[config.mk]
export PLATFORM = sky130hd
export DESIGN_NAME = reg_wb_ctrl_flat
export DESIGN_NICKNAME = d
export VERILOG_FILES = /design/src/rtl/reg_wb_pkg.sv /design/src/rtl/reg_wb_ctrl_if.sv /design/src/rtl/wb_fifo.sv /design/src/rtl/reg_wb_ctrl.sv /design/src/flat_wrapper.sv
export SDC_FILE = /design/constraint.sdc
export NUM_CORES = 1
export LEC_CHECK = 0
export CAP_MARGIN = 20
export CORE_MARGIN = 1.5
export CORE_UTILIZATION = 49
export CTS_CLUSTER_DIAMETER = 50
export DETAILED_ROUTE_END_ITERATION = 8
export GPL_ROUTABILITY_DRIVEN = 1
export PLACE_DENSITY = 0.88
export SYNTH_ARGS = -nofsm -noshare
export SYNTH_HDL_FRONTEND = slang
export SYNTH_SLANG_ARGS = --single-unit
[constraint.sdc]
create_clock -name clk -period 2.8 [get_ports clk]
set_input_delay 0.28 -clock clk [delete_from_list [all_inputs] [get_ports clk]]
set_output_delay 0.28 -clock clk [all_outputs]
set_load 0.005 [all_outputs]
[src/rtl/reg_wb_pkg.sv]
// Shared widths and the long-latency queue entry for the register-file write controller.
package reg_wb_pkg;
  localparam int XLEN       = 64;
  localparam int REG_ADDR_W = 5;
  localparam int NUM_REGS   = 32;

  typedef struct packed {
    logic [REG_ADDR_W-1:0] rd;
    logic [XLEN-1:0]       data;
    logic                  live;
  } wb_entry_t;
endpackage

[src/rtl/reg_wb_ctrl_if.sv]
// Pipeline, long-latency and register-file write signals of reg_wb_ctrl.
// REG_WB_FWD_EN adds the forwarding copy of the output stage.
interface reg_wb_ctrl_if
  import reg_wb_pkg::*;
#(
  parameter int XLEN = reg_wb_pkg::XLEN
);
  logic                  pipe_valid;
  logic [REG_ADDR_W-1:0] pipe_rd;
  logic [XLEN-1:0]       pipe_data;
  logic                  ll_valid;
  logic                  ll_ready;
  logic [REG_ADDR_W-1:0] ll_rd;
  logic [XLEN-1:0]       ll_data;
  logic [REG_ADDR_W-1:0] wr_addr;
  logic [XLEN-1:0]       wr_data;
  logic                  wr_enable;
  logic [NUM_REGS-1:0]   busy_mask;
  logic                  stall_req;
`ifdef REG_WB_FWD_EN
  logic                  fwd_valid;
  logic [REG_ADDR_W-1:0] fwd_addr;
  logic [XLEN-1:0]       fwd_data;
`endif

  modport slave (
    input  pipe_valid, pipe_rd, pipe_data, ll_valid, ll_rd, ll_data,
    output ll_ready, wr_addr, wr_data, wr_enable, busy_mask, stall_req
`ifdef REG_WB_FWD_EN
    , output fwd_valid, fwd_addr, fwd_data
`endif
  );

  modport master (
    output pipe_valid, pipe_rd, pipe_data, ll_valid, ll_rd, ll_data,
    input  ll_ready, wr_addr, wr_data, wr_enable, busy_mask, stall_req
`ifdef REG_WB_FWD_EN
    , input fwd_valid, fwd_addr, fwd_data
`endif
  );
endinterface

[src/rtl/wb_fifo.sv]
// Circular buffer of long-latency results; entries can be killed by destination register.
module wb_fifo
  import reg_wb_pkg::*;
#(
  parameter int DEPTH = 4
) (
  input  logic                  clk,
  input  logic                  rst,
  input  logic                  push,
  input  logic [REG_ADDR_W-1:0] push_rd,
  input  logic [XLEN-1:0]       push_data,
  input  logic                  pop,
  input  logic                  kill,
  input  logic [REG_ADDR_W-1:0] kill_rd,
  output wb_entry_t             head,
  output logic                  empty,
  output logic                  full,
  output logic [REG_ADDR_W-1:0] ent_rd [DEPTH],
  output logic [DEPTH-1:0]      ent_live
);
  localparam int PW = $clog2(DEPTH);

  wb_entry_t     mem [DEPTH];
  logic [PW-1:0] wr_ptr;
  logic [PW-1:0] rd_ptr;
  logic [PW:0]   count;

  assign empty = (count == '0);
  assign full  = (count == (PW+1)'(DEPTH));
  assign head  = mem[rd_ptr];

  always_comb begin
    for (int i = 0; i < DEPTH; i++) begin
      ent_rd[i]   = mem[i].rd;
      ent_live[i] = mem[i].live;
    end
  end

  // Free slots always hold live=0, so ent_live needs no occupancy qualification.
  always_ff @(posedge clk) begin
    if (rst) begin
      wr_ptr <= '0;
      rd_ptr <= '0;
      count  <= '0;
      for (int i = 0; i < DEPTH; i++) mem[i].live <= 1'b0;
    end else begin
      for (int i = 0; i < DEPTH; i++)
        if (kill && mem[i].rd == kill_rd) mem[i].live <= 1'b0;
      if (pop) begin
        mem[rd_ptr].live <= 1'b0;
        rd_ptr           <= rd_ptr + PW'(1);
      end
      if (push) begin
        mem[wr_ptr].rd   <= push_rd;
        mem[wr_ptr].data <= push_data;
        mem[wr_ptr].live <= !(kill && kill_rd == push_rd);
        wr_ptr           <= wr_ptr + PW'(1);
      end
      count <= count + (PW+1)'(push) - (PW+1)'(pop);
    end
  end
endmodule

[src/rtl/reg_wb_ctrl.sv]
// Register-file write-port arbiter: pipeline writeback vs. queued long-latency results.
// Define REG_WB_FWD_EN to expose fwd_* and drop the output stage from busy_mask.
module reg_wb_ctrl
  import reg_wb_pkg::*;
#(
  parameter int DEPTH        = 4,
  parameter int STARVE_LIMIT = 8,
  parameter int XLEN         = reg_wb_pkg::XLEN
) (
  input  logic          clk,
  input  logic          rst,
  reg_wb_ctrl_if.slave  bus
);
  localparam int CW = $clog2(STARVE_LIMIT + 1);

  wb_entry_t             head;
  logic                  empty;
  logic                  full;
  logic [REG_ADDR_W-1:0] ent_rd [DEPTH];
  logic [DEPTH-1:0]      ent_live;
  logic                  push;
  logic                  pop;
  logic                  pipe_wr;
  logic                  head_wr;
  logic [CW-1:0]         starve_cnt;
  logic [CW-1:0]         starve_nxt;
  logic                  stall_q;
  logic                  wr_en_q;
  logic [REG_ADDR_W-1:0] wr_addr_q;
  logic [XLEN-1:0]       wr_data_q;
  logic [NUM_REGS-1:0]   mask;

  assign push    = bus.ll_valid && !full && bus.ll_rd != '0;
  assign pipe_wr = bus.pipe_valid && bus.pipe_rd != '0;
  // With stall_req honoured the pipe is idle, so one rule covers both head-write priorities.
  assign head_wr = !empty && head.live && !pipe_wr;
  assign pop     = !empty && (head_wr || !head.live);

  wb_fifo #(.DEPTH(DEPTH)) u_fifo (
    .clk       (clk),
    .rst       (rst),
    .push      (push),
    .push_rd   (bus.ll_rd),
    .push_data (bus.ll_data),
    .pop       (pop),
    .kill      (pipe_wr),
    .kill_rd   (bus.pipe_rd),
    .head      (head),
    .empty     (empty),
    .full      (full),
    .ent_rd    (ent_rd),
    .ent_live  (ent_live)
  );

  always_comb begin
    starve_nxt = starve_cnt;
    if (empty || head_wr)
      starve_nxt = '0;
    else if (head.live && starve_cnt != CW'(STARVE_LIMIT))
      starve_nxt = starve_cnt + CW'(1);
  end

  always_ff @(posedge clk) begin
    if (rst) begin
      starve_cnt <= '0;
      stall_q    <= 1'b0;
      wr_en_q    <= 1'b0;
      wr_addr_q  <= '0;
      wr_data_q  <= '0;
    end else begin
      starve_cnt <= starve_nxt;
      stall_q    <= (starve_nxt >= CW'(STARVE_LIMIT));
      wr_en_q    <= pipe_wr || head_wr;
      if (pipe_wr) begin
        wr_addr_q <= bus.pipe_rd;
        wr_data_q <= bus.pipe_data;
      end else if (head_wr) begin
        wr_addr_q <= head.rd;
        wr_data_q <= head.data;
      end
    end
  end

  always_comb begin
    mask = '0;
    for (int i = 0; i < DEPTH; i++)
      if (ent_live[i]) mask[ent_rd[i]] = 1'b1;
`ifndef REG_WB_FWD_EN
    if (wr_en_q) mask[wr_addr_q] = 1'b1;
`endif
    mask[0] = 1'b0;
  end

  assign bus.ll_ready  = !full;
  assign bus.wr_enable = wr_en_q;
  assign bus.wr_addr   = wr_addr_q;
  assign bus.wr_data   = wr_data_q;
  assign bus.busy_mask = mask;
  assign bus.stall_req = stall_q;
`ifdef REG_WB_FWD_EN
  assign bus.fwd_valid = wr_en_q;
  assign bus.fwd_addr  = wr_addr_q;
  assign bus.fwd_data  = wr_data_q;
`endif

  a_no_pipe_during_stall: assert property (@(posedge clk) disable iff (rst)
    !(stall_q && bus.pipe_valid));
endmodule

[src/flat_wrapper.sv]
// flat-port wrapper written by rule: the top's interface ports become plain ports
module reg_wb_ctrl_flat import reg_wb_pkg::*;
#(
  parameter int DEPTH        = 4,
  parameter int STARVE_LIMIT = 8,
  parameter int XLEN         = reg_wb_pkg::XLEN
)
  (clk, rst, bus_pipe_valid, bus_pipe_rd, bus_pipe_data, bus_ll_valid, bus_ll_rd, bus_ll_data, bus_ll_ready, bus_wr_addr, bus_wr_data, bus_wr_enable, bus_busy_mask, bus_stall_req);
  reg_wb_ctrl_if #(.XLEN(XLEN)) bus_i ();
  input  logic clk;
  input  logic rst;
  input wire logic [$bits(bus_i.pipe_valid)-1:0] bus_pipe_valid;
  input wire logic [$bits(bus_i.pipe_rd)-1:0] bus_pipe_rd;
  input wire logic [$bits(bus_i.pipe_data)-1:0] bus_pipe_data;
  input wire logic [$bits(bus_i.ll_valid)-1:0] bus_ll_valid;
  input wire logic [$bits(bus_i.ll_rd)-1:0] bus_ll_rd;
  input wire logic [$bits(bus_i.ll_data)-1:0] bus_ll_data;
  output wire logic [$bits(bus_i.ll_ready)-1:0] bus_ll_ready;
  output wire logic [$bits(bus_i.wr_addr)-1:0] bus_wr_addr;
  output wire logic [$bits(bus_i.wr_data)-1:0] bus_wr_data;
  output wire logic [$bits(bus_i.wr_enable)-1:0] bus_wr_enable;
  output wire logic [$bits(bus_i.busy_mask)-1:0] bus_busy_mask;
  output wire logic [$bits(bus_i.stall_req)-1:0] bus_stall_req;
  assign bus_i.pipe_valid = bus_pipe_valid;
  assign bus_i.pipe_rd = bus_pipe_rd;
  assign bus_i.pipe_data = bus_pipe_data;
  assign bus_i.ll_valid = bus_ll_valid;
  assign bus_i.ll_rd = bus_ll_rd;
  assign bus_i.ll_data = bus_ll_data;
  assign bus_ll_ready = bus_i.ll_ready;
  assign bus_wr_addr = bus_i.wr_addr;
  assign bus_wr_data = bus_i.wr_data;
  assign bus_wr_enable = bus_i.wr_enable;
  assign bus_busy_mask = bus_i.busy_mask;
  assign bus_stall_req = bus_i.stall_req;
  reg_wb_ctrl #(.DEPTH(DEPTH), .STARVE_LIMIT(STARVE_LIMIT), .XLEN(XLEN)) u_core (.clk(clk), .rst(rst), .bus(bus_i));
endmodule
==> flow_summary.json <==
{
  "synthesis.nets": 1131,
  "antenna_found_initial": 4,
  "die_w_um": 180,
  "cp-end-kind": "output pin",
  "required_ns": 2.52,
  "cp_max_fo": 10,
  "nets": 1397,
  "synth.distinct_cells": 48,
  "clock_sinks": 364,
  "p_seq_frac": 0.434,
  "post-place-ws_ns": -0.147,
  "rsz0062_at_grt": "no",
  "cts_max_level": 2,
  "die-height_um": 180,
  "port_buffers": 244,
  "period_minus_slack_ns": 2.73,
  "areaGrowthSynthToFinish_pct": 29.4,
  "clock.fmax_mhz": 366,
  "track_usage": 0.241,
  "worst-endpoint-arrival_ns": 2.45,
  "initial_core_util": 0.500,
  "cts_buffers": 39,
  "ir_worst_vdd_mv": 0.667,
  "synthCells": 976,
  "dp.cells": 1594,
  "gr-total-overflow": 0,
  "coreArea_sq_um": 30700,
  "synthSimpleGateAreaFrac": 0.0997,
  "drive_gt1_frac": 0.165,
  "vias_per_cell": 5.94,
  "fin_area_sq_um": 19800,
  "synth_edf_count": 280,
  "fp.dieArea_sq_um": 32300,
  "wl_per_cell_um": 23.6,
  "p_comb_frac": 0.238,
  "synth_xor_area_frac": 0.0177,
  "seq_area_frac_synth": 0.658,
  "holdBufCountCts": 0,
  "clockRootBuffer": "clkbuf_16",
  "io_pins": 246,
  "fin_crit_sh": 0.976,
  "grt_max_degree": 70,
  "dpl.hpwl_um": 25800,
  "synth_compound_area_frac": 0.0845,
  "p_int_mw": 11.2,
  "tns_ns": 0,
  "synth_top_family_by_area": "multiplexers",
  "critPathKind": "reg2out",
  "num_vias": 9909,
  "drc": 0,
  "drv_cap": 0,
  "relSlewSlack": 0.309,
  "cts_max_path_buffers": 3,
  "clk-insertion-delay-late_ns": 0.52,
  "clk_pin_slew_worst_paths_ns": 0.06,
  "p_switching_mw": 4.09,
  "synth_warnings": 0,
  "power_density_nw_per_um2": 769,
  "finClkSkew_ns": 0.0228,
  "leakage_nw": 6.62,
  "drt-total-wl_um": 39400,
  "drt_iter0_drc": 814,
  "hold_viol_final": 0,
  "max_slew.worst_pin.slew_ns": 1.04,
  "placementRows": 64,
  "final_max_slew_viol_count": 0,
  "cts_tree": "built",
  "clkPwrFrac": 0.328,
  "hold_path.class": "in2reg",
  "setup_viol": 0,
  "postRouteAntennaNets": 0,
  "synth_fa_ha_area_frac": 0.0111,
  "grt_pass1_vias": 10400,
  "synth_ff_type": "edfxtp_1",
  "power_mw": 15.3,
  "fin_cells": 1668,
  "netlist_area_sq_um": 15300,
  "gp_congestion": 0.907,
  "dpl-instance-area_sq_um": 18500,
  "async_flop_share": 0,
  "syn_avg_cell_area_sq_um": 15.7,
  "status": "finished clean",
  "synth-seq-cells": 364,
  "setup_ws_ns": 0.0660,
  "synth_mux_area_frac": 0.106,
  "start_kind": "flip-flop",
  "firstDrtPassIters": 7,
  "grt_pass1_wl_um": 60300,
  "swShare": 0.268
}
-- stage by stage --
stage | utilization | hold WS (ns)
after floorplan | - | 0.379
after global placement | 0.604 | 0.469
after detailed placement | 0.604 | 0.470
after CTS | 0.645 | 0.371
after global routing | 0.646 | 0.379
final | 0.647 | 0.391
-- path summary, 6_finish.rpt --
check	slack (ns)	endpoint	start	depth (start not counted)
max reg2reg	0.28	u_core.u_fifo.count[2]	u_core.u_fifo.mem[3][0]	9
min	0.39	u_core.u_fifo.mem[1][13]	bus_ll_data[12]	1
min reg2reg	0.48	u_core.bus.wr_data[61]	u_core.bus.wr_data[61]	1
max	0.07	bus_busy_mask[1]	u_core.u_fifo.mem[1][69]	4
-- cell usage after synthesis, types with 3 or more instances --
cell type | number | share of area
buf_1 | 3 | 0.00073
nand2_1 | 25 | 0.0061
nor4_1 | 4 | 0.0016
and2_1 | 5 | 0.0020
clkbuf_1 | 48 | 0.012
a221o_1 | 69 | 0.045
o221ai_1 | 15 | 0.0086
nor3_1 | 12 | 0.0039
ha_1 | 12 | 0.0098
buf_4 | 4 | 0.0020
nor2_1 | 43 | 0.011
buf_2 | 15 | 0.0049
xnor2_1 | 16 | 0.0091
mux4_2 | 70 | 0.10
edfxtp_1 | 280 | 0.55
nand3_1 | 29 | 0.0095
a21oi_1 | 3 | 0.00098
xor2_1 | 15 | 0.0086
or3b_2 | 6 | 0.0034
or2_2 | 3 | 0.0012
dfxtp_1 | 84 | 0.11
a211o_1 | 4 | 0.0023
inv_1 | 11 | 0.0027
and3b_1 | 5 | 0.0029
and2_0 | 64 | 0.026
and3_1 | 14 | 0.0057
a22oi_1 | 30 | 0.015
o22ai_1 | 17 | 0.0069
nor2b_1 | 3 | 0.0012
nand3b_1 | 23 | 0.011
nor3b_1 | 20 | 0.0098
a21o_1 | 4 | 0.0020
-- cells by family (layout without fill, tap and decap cells) --
| group | count (synthesis) | in the layout |
|---|---|---|
| flip-flops | 364 | 364 |
| other | 1 | 2 |
| adder cells (fa/ha/maj) | 13 | 13 |
| multiplexers | 74 | 74 |
| AND/OR/NAND/NOR | 262 | 262 |
| XOR/XNOR | 31 | 31 |
| AO/OA/AOI/OAI | 149 | 149 |
| buffers and inverters | 82 | 377 |
-- registers in the layout (all words and copies together), names as in the netlist, named ones only --
| register | count |
|---|---|
| u_core.bus.stall_req | 1 |
| u_core.bus.wr_addr | 5 |
| u_core.bus.wr_data | 64 |
| u_core.bus.wr_enable | 1 |
| u_core.starve_cnt | 4 |
| u_core.u_fifo.count | 3 |
| u_core.u_fifo.mem | 280 |
| u_core.u_fifo.rd_ptr | 2 |
| u_core.u_fifo.wr_ptr | 2 |
-- cell usage in the layout, fill, tap and decap left out, types with 3 or more instances in the layout --
cell type	Yosys	layout
buf_4	4	39
and2_1	5	5
clkbuf_16	0	40
or2_2	3	3
and3_4	0	4
clkinv_4	0	4
o22ai_1	17	17
a22oi_1	30	30
a21oi_1	3	3
clkdlybuf4s50_1	0	244
nand2_1	25	25
inv_1	11	11
nor2b_1	3	3
a221o_1	69	69
nor3_1	12	12
or3b_2	6	5
and2_0	64	64
buf_12	0	13
and3_1	14	10
inv_6	0	3
nor4_1	4	4
clkbuf_1	48	7
nor2_1	43	43
dfxtp_1	84	82
ha_1	12	12
clkinv_1	0	3
a21o_1	4	4
nand3_1	29	29
a211o_1	4	4
xor2_1	15	15
clkinv_2	0	4
edfxtp_1	280	280
nor3b_1	20	14
nand3b_1	23	23
and3b_1	5	5
mux4_2	70	70
o221ai_1	15	15
nor3b_2	0	6
xnor2_1	16	16
-- repair_timing --
item | in CTS | in global routing
buffers inserted | 0 | 3
setup endpoints to repair | 0 | 14
resized for setup | 0 | 7
-- power groups by stage --
stage,Sequential [mW],Clock [mW],Combinational [mW]
2_1_floorplan,6.63,0,2.17
3_3_place_gp,6.69,0,3.56
3_5_place_dp,6.72,0,3.63
4_1_cts,6.62,5.06,3.67
5_1_grt,6.66,5.26,3.91
6_report,6.62,5.00,3.64
-- metal layers --
metal	wire (um)	global-route usage	up-vias
li1	-	-	4444
met1	15700	0.307	4926
met2	19800	0.412	447
met3	2770	0.0492	88
met4	1160	0.0817	4
met5	31	0	-
-- layout make-up --
class	instances	area [sq um]
tap	396	495
timing repair buffer	296	3000
clock buffer	49	1050
fill	2154	10800
clock inverter	21	201
antenna	1	2.50
multi-input combinational	530	4940
inverter	11	41.3
sequential	364	10100
-- worst max-delay path, stage by stage, from the launching register on --
cell             delay [ns]
edfxtp_1               0.58
nor3_1                 0.54
a22oi_1                0.17
nand3_1                0.14
clkdlybuf4s50_1        0.52
No activity file was read; power rests on OpenSTA's default activity.
